### config.mk
export PLATFORM = sky130hd
export DESIGN_NAME = vx_ag_tcu_uop_sequencer
export DESIGN_NICKNAME = d
export VERILOG_FILES = /design/src/rtl/vx_ag_tcu_uop_sequencer.sv
export SDC_FILE = /design/constraint.sdc
export NUM_CORES = 1
export LEC_CHECK = 0
export ABC_CLOCK_PERIOD_IN_PS = 2400
export BUFFER_PORTS_ARGS = -buffer_cell sky130_fd_sc_hd__clkbuf_2
export CORE_MARGIN = 5
export CORE_UTILIZATION = 33
export DETAILED_ROUTE_END_ITERATION = 6
export PLACE_DENSITY = 0.66
export SETUP_SLACK_MARGIN = 0.4
export SYNTH_ARGS = -nofsm -noshare
export SYNTH_HDL_FRONTEND = slang
export SYNTH_SLANG_ARGS = --single-unit
export TNS_END_PERCENT = 30
### constraint.sdc
create_clock -name clk -period 2.4 [get_ports clk]
set_input_delay 0.6 -clock clk [delete_from_list [all_inputs] [get_ports clk]]
set_output_delay 0.6 -clock clk [all_outputs]
set_load 0.02 [all_outputs]
### src/rtl/vx_ag_tcu_uop_sequencer.sv
`default_nettype none
// ============================================================================
// Module   : vx_ag_tcu_uop_sequencer
// Brief    : Expands one macro tile-MMA request into an M x N grid of micro-ops,
//            tracks results in flight and pulses completion when all retire.
// Revision : 1.0
// ============================================================================
module vx_ag_tcu_uop_sequencer #(
  parameter int NUM_M_STEPS     = 2,
  parameter int NUM_N_STEPS     = 2,
  parameter int MAX_OUTSTANDING = 4,
  parameter int UUID_W          = 44,
  parameter int NW_W            = 2,
  parameter int PC_W            = 30,
  parameter int RD_W            = 6
) (
  input  logic              clk,
  input  logic              reset,

  input  logic              req_valid,
  output logic              req_ready,
  input  logic [UUID_W-1:0] req_uuid,
  input  logic [NW_W-1:0]   req_wid,
  input  logic [PC_W-1:0]   req_PC,
  input  logic [RD_W-1:0]   req_rd,
  input  logic [3:0]        req_fmt_s,
  input  logic [3:0]        req_fmt_d,
  input  logic [8:0]        req_scale,

  output logic              uop_valid,
  input  logic              uop_ready,
  output logic [UUID_W-1:0] uop_uuid,
  output logic [NW_W-1:0]   uop_wid,
  output logic [PC_W-1:0]   uop_PC,
  output logic [RD_W-1:0]   uop_rd,
  output logic [3:0]        uop_step_m,
  output logic [3:0]        uop_step_n,
  output logic [3:0]        uop_fmt_s,
  output logic [3:0]        uop_fmt_d,
  output logic [8:0]        scale_combined,

  input  logic              res_fire,
  output logic              done_valid,
  output logic [UUID_W-1:0] done_uuid,
  output logic [NW_W-1:0]   done_wid,
  output logic              busy
);

  localparam int c_OUT_W = $clog2(MAX_OUTSTANDING + 1);

  localparam logic [1:0] c_IDLE  = 2'd0;
  localparam logic [1:0] c_ISSUE = 2'd1;
  localparam logic [1:0] c_DRAIN = 2'd2;

  localparam logic [3:0]         c_LAST_M   = 4'(NUM_M_STEPS - 1);
  localparam logic [3:0]         c_LAST_N   = 4'(NUM_N_STEPS - 1);
  localparam logic [c_OUT_W-1:0] c_MAX_OUT  = c_OUT_W'(MAX_OUTSTANDING);
  localparam logic [c_OUT_W-1:0] c_OUT_ONE  = c_OUT_W'(1);
  localparam logic [RD_W-1:0]    c_N_RD     = RD_W'(NUM_N_STEPS);

  logic [1:0]         r_state;
  logic [3:0]         r_m;
  logic [3:0]         r_n;
  logic [c_OUT_W-1:0] r_outstanding;
  logic [UUID_W-1:0]  r_uuid;
  logic [NW_W-1:0]    r_wid;
  logic [PC_W-1:0]    r_pc;
  logic [RD_W-1:0]    r_rd;
  logic [3:0]         r_fmt_s;
  logic [3:0]         r_fmt_d;
  logic [8:0]         r_scale;
  logic               r_done_valid;

  logic w_req_fire;
  logic w_uop_fire;

  assign req_ready  = (r_state == c_IDLE);
  assign w_req_fire = req_valid && req_ready;
  assign uop_valid  = (r_state == c_ISSUE) && (r_outstanding < c_MAX_OUT);
  assign w_uop_fire = uop_valid && uop_ready;

  assign uop_uuid       = r_uuid;
  assign uop_wid        = r_wid;
  assign uop_PC         = r_pc;
  assign uop_step_m     = r_m;
  assign uop_step_n     = r_n;
  assign uop_fmt_s      = r_fmt_s;
  assign uop_fmt_d      = r_fmt_d;
  assign scale_combined = r_scale;

  // Register offset is computed modulo 2^RD_W, so truncating operands first is exact.
  assign uop_rd = r_rd + RD_W'(r_m) * c_N_RD + RD_W'(r_n);

  assign done_valid = r_done_valid;
  assign done_uuid  = r_uuid;
  assign done_wid   = r_wid;
  assign busy       = (r_state != c_IDLE);

  always_ff @(posedge clk) begin
    if (reset) begin
      r_state      <= c_IDLE;
      r_m          <= '0;
      r_n          <= '0;
      r_uuid       <= '0;
      r_wid        <= '0;
      r_pc         <= '0;
      r_rd         <= '0;
      r_fmt_s      <= '0;
      r_fmt_d      <= '0;
      r_scale      <= '0;
      r_done_valid <= 1'b0;
    end else begin
      r_done_valid <= 1'b0;
      case (r_state)
        c_IDLE: begin
          if (w_req_fire) begin
            r_uuid  <= req_uuid;
            r_wid   <= req_wid;
            r_pc    <= req_PC;
            r_rd    <= req_rd;
            r_fmt_s <= req_fmt_s;
            r_fmt_d <= req_fmt_d;
            r_scale <= req_scale;
            r_m     <= '0;
            r_n     <= '0;
            r_state <= c_ISSUE;
          end
        end
        c_ISSUE: begin
          if (w_uop_fire) begin
            if (r_n == c_LAST_N) begin
              r_n <= '0;
              if (r_m == c_LAST_M) begin
                r_m     <= '0;
                r_state <= c_DRAIN;
              end else begin
                r_m <= r_m + 4'd1;
              end
            end else begin
              r_n <= r_n + 4'd1;
            end
          end
        end
        c_DRAIN: begin
          if (r_outstanding == '0) begin
            r_state      <= c_IDLE;
            r_done_valid <= 1'b1;
          end
        end
        default: r_state <= c_IDLE;
      endcase
    end
  end

  // A stray result with nothing in flight saturates at zero instead of wrapping.
  always_ff @(posedge clk) begin
    if (reset) begin
      r_outstanding <= '0;
    end else begin
      case ({w_uop_fire, res_fire})
        2'b10:   r_outstanding <= r_outstanding + c_OUT_ONE;
        2'b01: begin
          if (r_outstanding != '0) begin
            r_outstanding <= r_outstanding - c_OUT_ONE;
          end
        end
        default: r_outstanding <= r_outstanding;
      endcase
    end
  end

`ifndef SYNTHESIS
  a_no_result_underflow: assert property (@(posedge clk) disable iff (reset)
    !(res_fire && (r_outstanding == '0)));
`endif

endmodule
`default_nettype wire
Word-level counts from Yosys, hierarchy flattened. Cells that the tools add are included.

Register bits after elaboration: 113. Latch bits: 0. Memory bits (writable): 0. ROM bits: 0. Output and inout port bits: 157. Word-level logic and storage cells: 64. Memories kept: 0.

Add/subtract/negate cells: 6. Multipliers: 0. Divide/modulo/power cells: 0. Order comparisons: 1. Equal/unequal tests: 12. Shift operators: 0. Multiplexer cells: 17. Bitwise operators: 1. Reduce and logical (&&, ||, !) cells: 15.

Operator list (number): 2-to-1 mux 4 bit (6); case mux 4 bit (2 select lines) (2); 2-to-1 mux 2 bit (5); adder 4 x 1 -> 4 bit, second input constant (2); == test 4 x 1 -> 1 bit, second input constant (2); adder 6 x 4 -> 6 bit (1); adder 6 x 5 -> 6 bit (1); inequality test 2 x 1 -> 1 bit, second input constant (3); inequality test 2 bit, second input constant (3); case mux 2 bit (3 select lines) (1); case mux 3 bit (2 select lines) (1); nonzero test 2 bit (3); AND reduction 5 bit (1); == test 2 x 1 -> 1 bit, second input constant (2); == test 2 bit, second input constant (2); AND reduction 2 bit (2); AND reduction 4 bit (1); adder 3 x 1 -> 3 bit, second input constant (1); logical AND 1 bit (3); zero test 3 bit (1); less-than comparator 3 bit, second input constant (1); 2-to-1 mux 3 bit (1); AND reduction 3 bit (1); nonzero test 3 bit (1); other kinds (5) (5).

Longest topological paths before layout. Gate-level depths: netlist of the first run.

Word-level depth: 6. Mapped depth: 8. Mapped depth without buffers: 8.

Worst setup path before layout of the first run. No wires, ideal clock.

Path kind: register to output. From: register r_m[0], in the netlist uop_step_m[0]. To: output port uop_rd[5]. Data arrival time: 2.187 ns. Required time: 1.800 ns. Slack: -0.387 ns. Cell stages (with the launch flop): 9. Buffers on the path: 0. Cells stage by stage: dfxtp_1 fa_1 ha_1 inv_1 fa_1 inv_1 a21o_1 a21oi_1 xnor2_1.

Word-level cells in the longest chain between the ends: 2.

Ends and longest elaborated chain: from (decl) (line 62) `logic [3:0] r_m;`; from (signal assigned) (line 137) `r_m <= r_m + 4'd1;`; adder 6 x 5 -> 6 bit (line 92) `assign uop_rd = r_rd + RD_W'(r_m) * c_N_RD + RD_W'(r_n);`; adder 6 x 4 -> 6 bit (line 92); to (decl) (line 35) `output logic [RD_W-1:0] uop_rd,`.

Every way passes these cells.

Final worst setup path of the first run.
From: register r_rd[1]. To: output port uop_rd[5].

Word-level cells in the longest chain between the ends: 2.

Ends and longest elaborated chain: from (decl) (line 68) `logic [RD_W-1:0] r_rd;`; from (signal assigned) (line 120) `r_rd <= req_rd;`; adder 6 x 5 -> 6 bit (line 92); adder 6 x 4 -> 6 bit (line 92).

Every way passes these cells.

==> results of run 1 <==
==> area by class of cell <==
cell class / instances / area (µm²) / share of cell area
flip-flops and latches: 113 / 2280 / 0.340
inverters: 11 / 41.3 / 0.00617
clock inverters: 12 / 154 / 0.0230
repair buffers: 279 / 1500 / 0.223
clock buffers: 20 / 467 / 0.0697
multi-input cells: 383 / 2030 / 0.303
well taps: 184 / 230 / 0.0344
==> per-layer routing <==
layer	vias up	track usage
li1	2310	-
met1	2095	0.184
met2	183	0.264
met3	14	0.0610
met4	0	0.0501
met5	-	0
==> worst max-delay path by stage <==
stage	from	to	slack (ps)	cells after the start
after floorplan	uop_step_n[1]$_SDFFE_PP0P_	uop_rd[5]	-140	8
after global placement	r_rd[1]$_SDFFE_PP0P_	uop_rd[5]	-190	9
after detailed placement	r_rd[1]$_SDFFE_PP0P_	uop_rd[5]	-220	9
after CTS	r_rd[1]$_SDFFE_PP0P_	uop_rd[5]	-600	9
after global routing	r_rd[1]$_SDFFE_PP0P_	uop_rd[5]	-690	9
final	r_rd[1]$_SDFFE_PP0P_	uop_rd[5]	-590	9
==> cell families after synthesis <==
family	Yosys count	share of synthesized area
simple gates	237	0.209
buf+inv	93	0.115
mux	2	0.00447
compound gates	122	0.137
flops	113	0.475
fa+ha+maj	15	0.0473
xor+xnor	7	0.0129
==> power breakdown <==
part,switching (mW),leakage (nW),internal (mW)
clock network,0.897,0.295,1.72
registers,0.0952,0.931,2.02
logic,0.666,2.00,0.378
==> registers in the layout, indices dropped and copies added (netlist names) <==
signal and count:
r_outstanding 3, scale_combined 9, r_rd 6, r_state 2
uop_PC 30, done_uuid 44, done_valid 1, uop_fmt_d 4
uop_fmt_s 4, done_wid 2, uop_step_n 4, uop_step_m 4
==> through the flow <==
stage	hold slack (ps)	cell area, µm²
floorplan	440	4790
global placement	442	5990
detailed placement	446	5990
CTS	386	6680
global route	392	6700
finish	409	6700
==> synthesized netlist by cell type, drive strengths merged, types with 4 or more instances <==
cell / count / area share
dfxtp: 113 / 0.47
buf: 66 / 0.094
nor3b: 4 / 0.0084
o21ai: 4 / 0.0042
ha: 10 / 0.026
a21oi: 106 / 0.11
xor2: 4 / 0.0074
inv: 11 / 0.0087
nor2: 7 / 0.0055
nor3: 7 / 0.0074
or3: 4 / 0.0053
clkbuf: 16 / 0.013
nand2: 203 / 0.16
fa: 5 / 0.021
==> timing repair <==
item | CTS | global route
setup endpoints to repair | 8 | 8
buffers inserted | 1 | 0
gates resized for setup | 15 | 6
pin swaps | 8 | 1
==> critical path, cell delays in order, from the launching register on <==
cell and delay (ps):
dfxtp_2 320, fa_1 590, ha_4 160, inv_2 40, fa_2 330, inv_1 60, a21o_1 120, a21oi_2 70
xnor2_2 140, clkbuf_8 170
==> results.ini, run 1 <==
[power_and_ir_drop]
p_leak_nw = 3.23
power_density_nw_per_um2 = 862
vdd_ir_drop_max_v = 0.000480
post-layout-total-power_mw = 5.77

[sta]
hold_viol = 0
maxSlewViolCount = 0
finalSetupViolations = 4
fin_ws_ps = -587
fin_crit_sh = 1.24
clock_skew_ps = 5.46
tns_ps = -1810
relSlewSlack = 0.542
rsz0062_at_grt = yes
tightest_slew_ps = 686
post-route-min-period_ps = 2990
fmax_mhz = 335

[global_routing]
grt_max_degree = 65
grt_pass1_vias = 4095
gr-total-overflow = 0
grt_pass1_wl_um = 20800
antenna_found_initial = 0
gr-usage-all-layers = 0.157

[cts]
path_clk_slew_ps = 60
clkSinkCount = 113
cts_hold_buf = 0
clock_latency_ps = 400
cts-htree-levels = 4
root_buffer = clkbuf_16
cts_tree = yes
numCtsBuffers = 17
cts_buffer_depth = 2

[place]
routabilityCongestion = 0.776
io_buffers = 260
dp.cells = 969
dpl_worst_slack_ps = -219
hpwlAfterDp_um = 10100

[min_path]
hold-path-endpoint = done_wid[0]$_SDFFE_PP0P_
min-delay-start = req_wid[0]
hold_depth = 3
hold_path.class = input port to flop

[yosys]
syn_inst = 589
syn_nets = 708
synth_seq_area_share = 0.475
yosys_warnings = 0
postSynth.asyncResetShare = 0
netlist_area_um2 = 4760
yosys_register_bits = 113
synth-edff-count = 0
avgSynthCellArea_um2 = 8.09
synthDistinctLibCells = 38
synth_ff_type = dfxtp_1

[die]
die_area_um2 = 16900
rows = 44
io_pins = 261
dieHeight_um = 130
start_util = 0.332
die_w_um = 130
core-area_um2 = 14400

[setup_path]
critPathKind = flop to output pin
critical_path.max_fanout = 2
r2r_cells = 6
worstPathArrival_ps = 2390
critPathLaunchType = flop
reg2reg_from = r_state[1]$_SDFFE_PP0P_
worst_setup_path_end_kind = output pin
r2r_slack_ps = 500
r2r_end = r_outstanding[1]$_SDFFE_PP0P_
cp_data_required_time_ps = 1800

[route]
wl_met2_um = 6830
drt_iter0_drc = 145
via_per_inst = 4.59
drtAntennaViolNets = 0
wl_met3_um = 1300
dr.pass1.iters = 4
post_drt_wl_per_cell_um = 14.0
via_count = 4602
top_layer = met4
m1WireLength_um = 5770
drc = 0
routed_wl_um = 14100

[layout]
layout_common_cells = 255 x clkbuf_2, 202 x nand2_1, 105 x dfxtp_1, 103 x a21oi_1, 19 x buf_4
layout_commonest_cell = clkbuf_2
diodes = 0
nets = 924
layout.cells.non_filler = 1002
post-route-util = 0.466
area_growth_pct = 40.6
fill_cells = 1459
drive_gt1_frac = 0.413

[run_status]
status = finished with violations
violations = setup timing

[run]
maxCapViolations = 0

No activity file was read; power rests on OpenSTA's default activity.
==> inputs of run 2 (changes only) <==
--- a/config.mk
+++ b/config.mk
@@ -9,6 +9,7 @@
 export BUFFER_PORTS_ARGS = -buffer_cell sky130_fd_sc_hd__clkbuf_2
 export CORE_MARGIN = 5
 export CORE_UTILIZATION = 33
+export CTS_CLUSTER_DIAMETER = 200
 export DETAILED_ROUTE_END_ITERATION = 6
 export PLACE_DENSITY = 0.66
 export SETUP_SLACK_MARGIN = 0.4
==> constraint.sdc (replaced) <==
create_clock -name clk -period 2.4 [get_ports clk]
set_input_delay 0.24 -clock clk [delete_from_list [all_inputs] [get_ports clk]]
set_output_delay 0.24 -clock clk [all_outputs]
set_load 0.02 [all_outputs]
==> results.ini, run 2 (synthesis results as in run 1) <==
[run_status]
status = finished with violations  ; unchanged
violations = setup timing  ; unchanged

[die]
io_pins = 261  ; unchanged
dieHeight_um = 130  ; unchanged
rows = 44  ; unchanged
die_area_um2 = 16900  ; unchanged
die_w_um = 130  ; unchanged
core-area_um2 = 14400  ; unchanged
start_util = 0.332  ; unchanged

[layout]
area_growth_pct = 39.2  ; was 40.6%
largest_reg_flops = 44  ; unchanged
drive_gt1_frac = 0.406  ; was 0.413
multiInputGateArea_um2 = 2040  ; was 2030 µm²
layout_commonest_cell = clkbuf_2  ; unchanged
post-route-util = 0.461  ; was 0.466
layout_common_cells = 255 x clkbuf_2, 202 x nand2_1, 106 x dfxtp_1, 103 x a21oi_1, 17 x clkbuf_16  ; was 255 x clkbuf_2, 202 x nand2_1, 105 x dfxtp_1, 103 x a21oi_1, 19 x buf_4
nets = 919  ; was 924
regArea_um2 = 2280  ; about the same
diodes = 0  ; unchanged
fill_cells = 1451  ; was 1,459

[cts]
cts-htree-levels = 4  ; unchanged
root_buffer = clkbuf_16  ; unchanged
clock_latency_ps = 420  ; was 400 ps
clkSinkCount = 113  ; unchanged
path_clk_slew_ps = 60  ; about the same
cts_buffer_depth = 2  ; unchanged
cts_tree = yes  ; unchanged
numCtsBuffers = 17  ; unchanged

[route]
wl_met3_um = 1230  ; was 1300 µm
dr.pass1.iters = 4  ; unchanged
drc = 0  ; unchanged
drtAntennaViolNets = 0  ; unchanged
wl_met2_um = 6630  ; was 6830 µm
m1WireLength_um = 5890  ; was 5770 µm
drt_iter0_drc = 128  ; was 145
routed_wl_um = 13900  ; was 14,100 µm
via_per_inst = 4.56  ; was 4.59
post_drt_wl_per_cell_um = 14.0  ; about the same
via_count = 4542  ; was 4,602
top_layer = met4  ; unchanged

[sta]
fin_ws_ps = -248  ; was -587 ps
hold_viol = 0  ; unchanged
finalSetupViolations = 4  ; unchanged
relSlewSlack = 0.520  ; was 0.542
fmax_mhz = 378  ; was 335 MHz
post-route-min-period_ps = 2650  ; was 2990 ps
clock_skew_ps = 8.23  ; was 5.46 ps
rsz0062_at_grt = yes  ; unchanged
fin_crit_sh = 1.10  ; was 1.24
holdWs_ps = 41.0  ; was 409 ps
tightest_slew_ps = 720  ; was 686 ps
maxSlewViolCount = 0  ; unchanged

[setup_path]
r2r_slack_ps = 430  ; was 500 ps
r2r_end = r_state[1]$_SDFFE_PP0P_  ; was r_outstanding[1]$_SDFFE_PP0P_
crit_buf_inv = 4  ; was 3
critPathLaunchType = flop  ; unchanged
reg2reg_from = uop_step_m[0]$_SDFFE_PP0P_  ; was r_state[1]$_SDFFE_PP0P_
cp-endpoint = uop_rd[3]  ; was uop_rd[5]
cp_data_required_time_ps = 2160  ; was 1800 ps
r2r_cells = 6  ; unchanged
critPathKind = flop to output pin  ; unchanged
cpPeakStageDelay_ps = 570  ; was 590 ps
crit_top_cell = buf_4
crit_cells = 8  ; was 9
startpoint = r_rd[1]$_SDFFE_PP0P_  ; unchanged
worst_setup_path_end_kind = output pin  ; unchanged
worstPathArrival_ps = 2410  ; was 2390 ps
worstPathCellList = fa_1, ha_4, inv_2, fa_2, buf_4, buf_6, xnor2_2, buf_4  ; was fa_1, ha_4, inv_2, fa_2, inv_1, a21o_1, a21oi_2, xnor2_2, clkbuf_8
critPathSlowestCell = fa_1  ; unchanged
cp_top_family = adder cells  ; unchanged
critical_path.max_fanout = 2  ; unchanged

[min_path]
hold_path.class = input port to flop  ; unchanged

[run]
maxCapViolations = 0  ; unchanged

[power_and_ir_drop]
post-layout-total-power_mw = 5.66  ; was 5.77 mW
vdd_ir_drop_max_v = 0.000436  ; was 0.000480 V
power_density_nw_per_um2 = 854  ; was 862 nW/µm²
p_leak_nw = 3.19  ; was 3.23 nW

[global_routing]
grt_pass1_vias = 4226  ; was 4,095
gr-total-overflow = 0  ; unchanged
gr-usage-all-layers = 0.157  ; about the same
grt_pass1_wl_um = 21000  ; was 20,800 µm
grt_max_degree = 82  ; was 65
antenna_found_initial = 0  ; unchanged

[place]
routabilityCongestion = 0.759  ; was 0.776
dpl_worst_slack_ps = 148  ; was -219 ps
io_buffers = 260  ; unchanged
hpwlAfterDp_um = 9890  ; was 10,100 µm

-- run 2: worst min-delay path by stage --
| stage | slack, ps | to | cells past startpoint | from |
|---|---|---|---|---|
| 3_3_place_gp | 440 | uop_PC[8]$_SDFFE_PP0P_ | 2 | uop_PC[8]$_SDFFE_PP0P_ |
| 6_report | 40 | uop_PC[10]$_SDFFE_PP0P_ | 3 | req_PC[10] |
| 5_1_grt | 40 | uop_PC[20]$_SDFFE_PP0P_ | 3 | req_PC[20] |
| 4_1_cts | 30 | uop_PC[5]$_SDFFE_PP0P_ | 3 | req_PC[5] |
| 2_1_floorplan | 380 | r_rd[0]$_SDFFE_PP0P_ | 2 | req_rd[0] |
| 3_5_place_dp | 450 | uop_PC[25]$_SDFFE_PP0P_ | 2 | uop_PC[25]$_SDFFE_PP0P_ |
-- run 2: layout make-up --
class                   count  share of cell area
flip-flops and latches    113               0.344
multi-input cells         383               0.308
repair buffers            274               0.219
clock buffers              20              0.0674
well taps                 184              0.0347
clock inverters            11              0.0208
inverters                  11             0.00623
-- run 2: stage by stage --
step	instance area, µm²	instances	setup TNS [ps]
global route	6630	996	-781
detailed placement	5930	961	0
CTS	6550	994	-588
finish	6630	996	-520
floorplan	4790	589	0
global placement	5930	961	0
-- run 2: power breakdown --
group / switching [mW] / leakage [nW] / internal (mW) / total, mW
clock network: 0.871 / 0.290 / 1.64 / 2.51
registers: 0.102 / 0.931 / 2.02 / 2.12
logic: 0.659 / 1.97 / 0.371 / 1.03
-- run 2: routing by layer --
layer | vias to the layer above | global-route usage
met4 | 0 | 0.0562
li1 | 2298 | -
met5 | - | 0
met1 | 2055 | 0.187
met3 | 18 | 0.0549
met2 | 171 | 0.263
-- run 2: worst reg2reg max path, cell delays in order, from the launching register on --
cell,delay (ps)
dfxtp_4,370
buf_4,140
ha_1,140
nor3b_1,490
o22ai_1,170
or4_1,500
o31ai_1,80
-- run 2: what timing repair did --
action,in CTS,in global routing
resized for setup,9,15
pin swaps,3,6
hold buffers,0,0
endpoints found under the setup margin,6,8
hold endpoints to repair,0,0
setup buffers,2,2
